File: config.mk
export PLATFORM = sky130hd
export DESIGN_NAME = data_mem_ctrl
export DESIGN_NICKNAME = d
export VERILOG_FILES = /design/src/rtl/data_mem_ctrl.sv
export SDC_FILE = /design/constraint.sdc
export NUM_CORES = 1
export LEC_CHECK = 0
export BUFFER_PORTS_ARGS = -buffer_cell sky130_fd_sc_hd__buf_2
export CORE_ASPECT_RATIO = 1.25
export CORE_MARGIN = 4
export CORE_UTILIZATION = 47
export CTS_CLUSTER_SIZE = 16
export DETAILED_ROUTE_END_ITERATION = 6
export PLACE_DENSITY_LB_ADDON = 0.05
export SLEW_MARGIN = 20
export SYNTH_ARGS = -nofsm -noshare
export SYNTH_HDL_FRONTEND = slang
export SYNTH_SLANG_ARGS = --single-unit
export TNS_END_PERCENT = 20
File: constraint.sdc
create_clock -name clk -period 6.12 [get_ports clk]
set_input_delay 0.612 -clock clk [delete_from_list [all_inputs] [get_ports clk]]
set_output_delay 0.612 -clock clk [all_outputs]
set_load 0.02 [all_outputs]
File: src/rtl/data_mem_ctrl.sv
// Memory-access stage: turns ALU address + store data into a req/ack RAM access,
// stalling the single-cycle core until the access completes, times out or is dropped.
module data_mem_ctrl #(
    parameter int ADDR_W  = 10,
    parameter int TIMEOUT = 16
) (
    input  logic              clk,
    input  logic              reset,
    input  logic              memread,
    input  logic              memwrite,
    input  logic [31:0]       y,
    input  logic [31:0]       rd2,
    output logic [31:0]       readdata,
    output logic              stall,
    output logic              mem_req,
    output logic              mem_we,
    output logic [ADDR_W-1:0] mem_addr,
    output logic [31:0]       mem_wdata,
    input  logic              mem_ack,
    input  logic [31:0]       mem_rdata,
    output logic              align_err,
    output logic              bus_err
);

    localparam int CNT_W = $clog2(TIMEOUT);

    typedef enum logic [1:0] {IDLE, BUSY, DONE} state_t;

    // Handshake: mem_req rises at issue and stays high, with address/we/wdata
    // stable, until the cycle after mem_ack is sampled high (or the access times out).
    state_t            state_q, state_d;
    logic [31:0]       readdata_q, readdata_d;
    logic              mem_req_q, mem_req_d;
    logic              mem_we_q, mem_we_d;
    logic [ADDR_W-1:0] mem_addr_q, mem_addr_d;
    logic [31:0]       mem_wdata_q, mem_wdata_d;
    logic [CNT_W-1:0]  cnt_q, cnt_d;
    logic              align_err_q, align_err_d;
    logic              bus_err_q, bus_err_d;

    logic acc;
    logic aligned;

    assign acc     = memread | memwrite;
    assign aligned = (y[1:0] == 2'b00);

    always_comb begin
        state_d     = state_q;
        readdata_d  = readdata_q;
        mem_req_d   = mem_req_q;
        mem_we_d    = mem_we_q;
        mem_addr_d  = mem_addr_q;
        mem_wdata_d = mem_wdata_q;
        cnt_d       = cnt_q;
        align_err_d = 1'b0;
        bus_err_d   = bus_err_q;
        stall       = 1'b0;

        case (state_q)
            IDLE: begin
                stall = acc & aligned;
                if (acc && aligned) begin
                    // memwrite alone decides direction, so read+write becomes a store
                    mem_addr_d  = y[ADDR_W+1:2];
                    mem_wdata_d = rd2;
                    mem_we_d    = memwrite;
                    mem_req_d   = 1'b1;
                    cnt_d       = '0;
                    state_d     = BUSY;
                end else if (acc) begin
                    align_err_d = 1'b1;
                end
            end
            BUSY: begin
                stall = 1'b1;
                cnt_d = cnt_q + 1'b1;
                if (mem_ack) begin
                    mem_req_d = 1'b0;
                    if (!mem_we_q) readdata_d = mem_rdata;
                    state_d = DONE;
                end else if (cnt_q == CNT_W'(TIMEOUT - 1)) begin
                    mem_req_d = 1'b0;
                    bus_err_d = 1'b1;
                    if (!mem_we_q) readdata_d = '0;
                    state_d = DONE;
                end
            end
            DONE: begin
                state_d = IDLE;
            end
            default: begin
                state_d = IDLE;
            end
        endcase
    end

    always_ff @(posedge clk or posedge reset) begin
        if (reset) begin
            state_q     <= IDLE;
            readdata_q  <= '0;
            mem_req_q   <= 1'b0;
            mem_we_q    <= 1'b0;
            mem_addr_q  <= '0;
            mem_wdata_q <= '0;
            cnt_q       <= '0;
            align_err_q <= 1'b0;
            bus_err_q   <= 1'b0;
        end else begin
            state_q     <= state_d;
            readdata_q  <= readdata_d;
            mem_req_q   <= mem_req_d;
            mem_we_q    <= mem_we_d;
            mem_addr_q  <= mem_addr_d;
            mem_wdata_q <= mem_wdata_d;
            cnt_q       <= cnt_d;
            align_err_q <= align_err_d;
            bus_err_q   <= bus_err_d;
        end
    end

    assign readdata  = readdata_q;
    assign mem_req   = mem_req_q;
    assign mem_we    = mem_we_q;
    assign mem_addr  = mem_addr_q;
    assign mem_wdata = mem_wdata_q;
    assign align_err = align_err_q;
    assign bus_err   = bus_err_q;

endmodule

; Word level (Yosys, flattened, before mapping)
; Index checks and enable logic that the tools add are counted.
[totals]
register_bits = 84
output_inout_bits = 79
[classes]
bitwise_logic = 4
n_mux = 18
n_reduce_logical = 11
eq_ne = 4
n_addsub = 1
[ops]
columns = op, n
row1 = two-way mux 32 bit, 4
row2 = AND reduction 3 bit, 3
row3 = case mux 4 bit (2 select lines), 1
row4 = two-way mux 1 bit, 6
row5 = two-way mux 2 bit, 3
row6 = AND reduction 2 bit, 3
row7 = adder 4 x 1 -> 4 bit (second input constant), 1
row8 = equality test 4 bit (second input constant), 1
row9 = logical NOT 2 bit, 2
row10 = two-way mux 4 bit, 1
row11 = case mux 1 bit (2 select lines), 2
row12 = case mux 2 bit (2 select lines), 1
row13 = nonzero test 2 bit, 2
row14 = != test 3 bit (second input constant), 1
row15 = equality test 2 x 1 -> 1 bit (second input constant), 1
row16 = != test 2 bit (second input constant), 1
row17 = inverter 1 bit, 2
row18 = AND 1 bit, 1
row19 = logical AND 1 bit, 1
row20 = OR 1 bit, 1

; Logic depth before layout (Yosys ltp)
; Gate-level depths: netlist of run 1.
[depth]
depth_word = 4
mapped_depth = 6
ltp_nobuf = 4

; Worst setup path after synthesis of run 1
; OpenSTA, ideal clock, no wires.
[synth_timing]
kind = input-to-output
from = in y[1]
to = out stall
t_arrival_ns = 1.596
n_path_buf = 0
stages = 3
path_slack_ns = 3.912
required_ns = 5.508
path_cell_list = or2_4 or4_1 nand2_1
[synth_between]
elab_chain_cells = 3
[synth_rtl]
columns = element, line
row1 = start: declaration, 11  ; input logic [31:0] y,
row2 = logical NOT 2 bit, 45  ; assign aligned = (y[1:0] == 2'b00);
row3 = AND 1 bit, 61  ; stall = acc & aligned;
row4 = case mux 1 bit (2 select lines), 59  ; case (state_q)
row5 = end: declaration, 14  ; output logic stall,
; No other way between the ends.

; Worst setup path after layout of run 1
; Same ends and word-level chain as after synthesis.

==> results of run 1 <==
kinds of logic (layout without fill, tap and decap cells):
group | after synthesis | count (layout)
AO/OA/AOI/OAI | 41 | 41
XOR/XNOR | 1 | 1
adder cells (fa/ha/maj) | 1 | 1
buffers and inverters | 15 | 180
flip-flops | 84 | 84
multiplexers | 43 | 43
AND/OR/NAND/NOR | 20 | 20
where the power goes:
part           internal [mW]  switching, mW  total (mW)  leakage (nW)
combinational          0.298          0.416       0.714          1.08
sequential             0.753          0.111       0.864          1.03
clock                  0.226          0.180       0.406         0.102
cell type report:
class,count,area [um^2],area share (%)
inverters,3,12.5,0.296
clock inverters,5,77.6,1.83
repair buffers,162,822,19.4
multi-input cells,106,977,23.1
clock buffers,10,128,3.02
flip-flops and latches,84,2100,49.7
well taps,87,109,2.57
sequential cells by signal (all words and copies together) (netlist names):
register and count:
mem_we 1, readdata 32, mem_wdata 32, state_q 2
align_err 1, bus_err 1, cnt_q 4, mem_addr 10
mem_req 1
per-layer routing:
layer | global-route usage, % | vias to the layer above | part of all wire (%)
li1 | - | 1066 | -
met1 | 22.6 | 1042 | 40
met2 | 27.5 | 105 | 48
met3 | 5.07 | 15 | 9.6
met4 | 8.97 | 0 | 2.3
met5 | 0 | - | 0
path summary, 6_finish.rpt:
kind	startpoint	to	slack [ps]
min reg2reg	bus_err	bus_err	480
max reg2reg	state_q[1]	readdata[14]	4060
max in group asynchronous	reset	readdata[19]	5160
min	reset	mem_wdata[19]	460
max	y[1]	stall	3670
min in group clk	bus_err	bus_err	480
cells in the final DEF (no fill, tap or decap), types with 2 or more instances in the layout:
cell type and n:
a22o_1 32, buf_2 159, buf_4 2, bufinv_16 2, clkbuf_8 9, clkinv_2 3, dfrtp_1 84, inv_1 2
mux2_1 3, mux2_2 40, nand2_1 5, nand2b_1 3, nor2_1 5, o21ai_0 2, o22ai_1 2
tightest hold or removal path, stage by stage:
cell      delay, ps
buf_2           100
clkinv_2         40
buf_6           550
==> flow_metrics.env, run 1 <==
export IMPL_status="finished clean"
export IMPL_syn_nets=307
export IMPL_fin_crit_sh_pct=40.0
export IMPL_hold_class="in2async"
export IMPL_max_stage_delay_ps=580
export IMPL_cts_tree="yes"
export IMPL_post_cts_setup_buffers=0
export IMPL_ys_ff_latch=84
export IMPL_numCtsBuffers=9
export IMPL_initial_utilization_pct=48.1
export IMPL_die_area_mm2=0.00810
export IMPL_relSlewSlack_pct=51.9
export IMPL_synth_xor_area_share_pct=0.277
export IMPL_p_leak_nw=2.21
export IMPL_dpl_cell_area_mm2=0.00402
export IMPL_ys_seq_area_share_pct=66.6
export IMPL_synthAdderAreaFrac_pct=0.396
export IMPL_clk_pin_slew_ps=80
export IMPL_portBuffers=159
export IMPL_coreArea_mm2=0.00657
export IMPL_worstPathRequired_ps=5510
export IMPL_worstSkewPairLatency_ps=340
export IMPL_start_kind="input pin"
export IMPL_finalInstanceArea_mm2=0.00423
export IMPL_grt_pass1_vias=2264
export IMPL_place_congestion=0.735
export IMPL_synth_top_family_by_area="multiplexers"
export IMPL_path_cells="buf_2 > or2_4 > or4_1 > nand2_1 > buf_2"
export IMPL_synth_ff_type="dfrtp_1"
export IMPL_syn_inst=205
export IMPL_num_vias=2228
export IMPL_synth_area_leader_cell="dfrtp_1"
export IMPL_cts_root_buf="clkbuf_8"
export IMPL_maxClockFrequency_mhz=409
export IMPL_cellPowerDensity_mw_per_mm2=469
export IMPL_layout_min_cycle_time_ps=2450
export IMPL_clock_skew_ps=11.3
export IMPL_synth_distinct_cells=26
export IMPL_pin_count=180
export IMPL_nNetsFinal=468
export IMPL_total_power_mw=1.98
export IMPL_grt_max_degree=85
export IMPL_syn_to_final_growth_pct=33.9
export IMPL_die_h_um=99.6
export IMPL_path_common_cell="buf_2"
export IMPL_netlist_top_cells_count="dfrtp_1 (84), mux2_2 (40), a22o_1 (32)"
export IMPL_antenna_found_initial=0
export IMPL_fin_ws_ps=3670
export IMPL_drive_above_1_share_pct=60.0
export IMPL_path_class="in2out"
export IMPL_cts_buffer_depth=2
export IMPL_rsz0062_at_grt="false"
export IMPL_grt_use_total_pct=17.8
export IMPL_detail_route_wl_per_cell_um=15.3
export IMPL_ir_worst_vdd_mv=0.290
export IMPL_pre_cts_ws_ps=3680
export IMPL_drtIter0Drc=47
export IMPL_synthArstFlopShare_pct=100
export IMPL_hpwl_um=5100
export IMPL_cts_htree_levels=3
export IMPL_hold_ws_ps=458
export IMPL_final_cells=457
export IMPL_post_cts_resized=0
export IMPL_final_core_util_pct=64.4
export IMPL_synth_area_leaders="dfrtp_1 (67%), mux2_2 (14%), a22o_1 (8.9%)"
export IMPL_hold_viol=0
export IMPL_crit_path_max_fanout=5
export IMPL_end_kind="output pin"
export IMPL_synth_compound_area_share_pct=10.8
export IMPL_ctsHoldBuffers=0
export IMPL_finalMaxSlewViolations=0
export IMPL_fillers=519
export IMPL_yosysMostFrequentCell="dfrtp_1"
export IMPL_overflow=0
export IMPL_yosys_area_share_simple_pct=3.92
export IMPL_remaining_drc_errors=0
export IMPL_rows=33
export IMPL_wl_um=6990
export IMPL_critPathArrivalTime_ps=1830
export IMPL_yosys_mux_area_fraction_pct=15.3
export IMPL_synth_edf_count=0
export IMPL_max_cap_viol_count=0
export IMPL_finalSetupViolCount=0
export IMPL_crit_cells=5
export IMPL_viasPerCell=4.88
export IMPL_grt_pass1_wl_um=10900
export IMPL_finalSetupTns_ps=0
export IMPL_tightest_slew_ps=722
export IMPL_dp_cells=442
export IMPL_first_pass_iters=3
export IMPL_netlist_area_leader_share_pct=66.6
export IMPL_antenna_cells=0
export IMPL_synth_warnings=0
export IMPL_syn_mean_instance_area_um2=15.4
export IMPL_cp_top_family="simple AND/OR/NAND/NOR gates"
export IMPL_rr_worst_depth=3
export IMPL_cp_buffers_inverters=2
export IMPL_crit_path_top_delay_cell="or4_1"
export IMPL_netlist_area_mm2=0.00316
export IMPL_die_w_um=81.3
export IMPL_cts_sinks=84
export IMPL_antenna_left=0
No activity file was read; power rests on OpenSTA's default activity.
==> inputs of run 2 (changes only) <==
--- a/config.mk
+++ b/config.mk
@@ -8,7 +8,7 @@
 export BUFFER_PORTS_ARGS = -buffer_cell sky130_fd_sc_hd__buf_2
 export CORE_ASPECT_RATIO = 1.25
 export CORE_MARGIN = 4
-export CORE_UTILIZATION = 47
+export CORE_UTILIZATION = 39
 export CTS_CLUSTER_SIZE = 16
 export DETAILED_ROUTE_END_ITERATION = 6
 export PLACE_DENSITY_LB_ADDON = 0.05
==> constraint.sdc (replaced) <==
create_clock -name clk -period 2.2 [get_ports clk]
set_input_delay 0.22 -clock clk [delete_from_list [all_inputs] [get_ports clk]]
set_output_delay 0.22 -clock clk [all_outputs]
set_load 0.02 [all_outputs]
==> run 2 against run 1 <==
Power grew to 2.7 times the previous value. Flip-flop and latch count is the same. Via count grew 2.8%. Worst setup slack lost 3400 ps. Largest cell class unchanged. Combinational power grew to 2.8 times the previous value. Register-to-register slack lost 3600 ps. Critical path type is now reg2out. Design area grew 1.4%. Clock skew shrank 2.4 ps. Largest power group unchanged. Highest routed layer unchanged. Global-route usage shrank 2.3 points. Clock power grew to 2.6 times the previous value.
==> flow_metrics.env, run 2 (synthesis gave the netlist of run 1 again) <==
export IMPL_fin_ws_ps=288
export IMPL_wl_um=7170
export IMPL_dp_cells=454
export IMPL_rows=36
export IMPL_hold_viol=0
export IMPL_finalSetupTns_ps=0
export IMPL_antenna_found_initial=0
export IMPL_maxClockFrequency_mhz=523
export IMPL_finalMaxSlewViolations=0
export IMPL_cts_htree_levels=3
export IMPL_relSlewSlack_pct=58.5
export IMPL_final_core_util_pct=54.7
export IMPL_path_class="reg2out"
export IMPL_rsz0062_at_grt="false"
export IMPL_grt_max_degree=35
export IMPL_portBuffers=159
export IMPL_first_pass_iters=4
export IMPL_coreArea_mm2=0.00784
export IMPL_grt_pass1_vias=2344
export IMPL_tightest_slew_ps=622
export IMPL_die_w_um=88.5
export IMPL_finalSetupViolCount=0
export IMPL_nNetsFinal=473
export IMPL_max_stage_delay_ps=650
export IMPL_final_cells=470
export IMPL_cellPowerDensity_mw_per_mm2=1270
export IMPL_layout_min_cycle_time_ps=1910
export IMPL_grt_use_total_pct=15.4
export IMPL_worstSkewPairLatency_ps=340
export IMPL_cp_buffers_inverters=1
export IMPL_fillers=685
export IMPL_hold_class="in2reg"
export IMPL_drive_above_1_share_pct=60.0
export IMPL_p_leak_nw=2.22
export IMPL_crit_cells=3
export IMPL_fin_crit_sh_pct=86.9
export IMPL_die_h_um=109
export IMPL_cts_sinks=84
export IMPL_critPathArrivalTime_ps=1690
export IMPL_final_cell_mix="buf_2 (159), dfrtp_1 (84), mux2_2 (40)"
export IMPL_grt_pass1_wl_um=11500
export IMPL_clock_skew_ps=8.83
export IMPL_max_cap_viol_count=0
export IMPL_drtIter0Drc=60
export IMPL_worstPathRequired_ps=1980
export IMPL_rr_worst_depth=5
export IMPL_cts_root_buf="clkbuf_8"
export IMPL_crit_path_max_fanout=5
export IMPL_cts_tree="yes"
export IMPL_pre_cts_ws_ps=444
export IMPL_hold_path_depth=2
export IMPL_crit_path_top_delay_cell="or4_1"
export IMPL_antenna_left=0
export IMPL_initial_utilization_pct=40.3
export IMPL_detail_route_wl_per_cell_um=15.3
export IMPL_viasPerCell=4.87
export IMPL_cts_buffer_depth=2
export IMPL_syn_to_final_growth_pct=35.7
export IMPL_remaining_drc_errors=0
export IMPL_die_area_mm2=0.00961
export IMPL_hold_ws_ps=97.6
export IMPL_final_common_cell="buf_2"
export IMPL_hpwl_um=5390
export IMPL_clk_pin_slew_ps=80
export IMPL_multi_input_area_um2=976
export IMPL_antenna_cells=0
export IMPL_start_kind="register"
export IMPL_end_kind="output pin"
export IMPL_numCtsBuffers=9
export IMPL_num_vias=2291
export IMPL_ir_worst_vdd_mv=0.645
export IMPL_place_congestion=0.735
export IMPL_seqCellArea_mm2=0.00210
export IMPL_status="finished clean"
export IMPL_overflow=0
export IMPL_path_cells="or4_1 > nand2_1 > buf_2"
export IMPL_cp_top_family="simple AND/OR/NAND/NOR gates"
export IMPL_pin_count=180
==> run 2: changes by cell type in the layout (fill, tap and decap cells not counted) <==
cell and delta:
clkinv_2 -2, or3_1 +1, dlygate4sd3_1 +1, buf_12 +2, buf_6 -1, bufinv_16 -1, buf_4 +3, or3_2 -1
clkbuf_8 +1, clkinvlp_4 +2
==> run 2: final cells by class <==
cell class | instances | share of cell area [%]
sequential | 84 | 49.0
inverter | 3 | 0.350
clock buffer | 11 | 3.30
tap | 95 | 2.77
multi-input combinational | 106 | 22.8
clock inverter | 4 | 1.17
timing repair buffer | 167 | 20.6
==> run 2: metal layers <==
layer | vias to the layer above | track usage (%) | part of all wire (%)
met3 | 15 | 5.22 | 11
met1 | 1088 | 20.2 | 41
li1 | 1079 | - | -
met2 | 109 | 23.5 | 46
met5 | - | 0 | 0
met4 | 0 | 6.26 | 2.3
==> run 2: path summary, 6_finish.rpt <==
path / start / to / slack, ps
max in group asynchronous: reset / mem_wdata[25] / 980
worst min-delay path: rd2[5] / mem_wdata[5] / 100
min in group asynchronous: reset / readdata[9] / 500
worst min register to register: bus_err / bus_err / 490
worst max-delay path: state_q[0] / stall / 290
worst max register to register: cnt_q[0] / readdata[10] / 460
==> run 2: what timing repair did <==
item,CTS,global route
hold endpoints to repair,26,0
hold buffers,1,0
buffers inserted,0,0
gates resized for setup,0,0
==> run 2: where the power goes <==
| part | internal, mW | total (mW) | switching (mW) |
|---|---|---|---|
| registers | 2.09 | 2.38 | 0.290 |
| logic | 0.842 | 2.00 | 1.16 |
| clock network | 0.548 | 1.07 | 0.518 |
==> run 2: through the flow <==
step	instance area (um^2)	power [mW]
2_1_floorplan	3160	3.67
3_3_place_gp	4090	4.42
3_5_place_dp	4090	4.46
4_1_cts	4290	5.54
5_1_grt	4290	5.82
6_report	4290	5.45
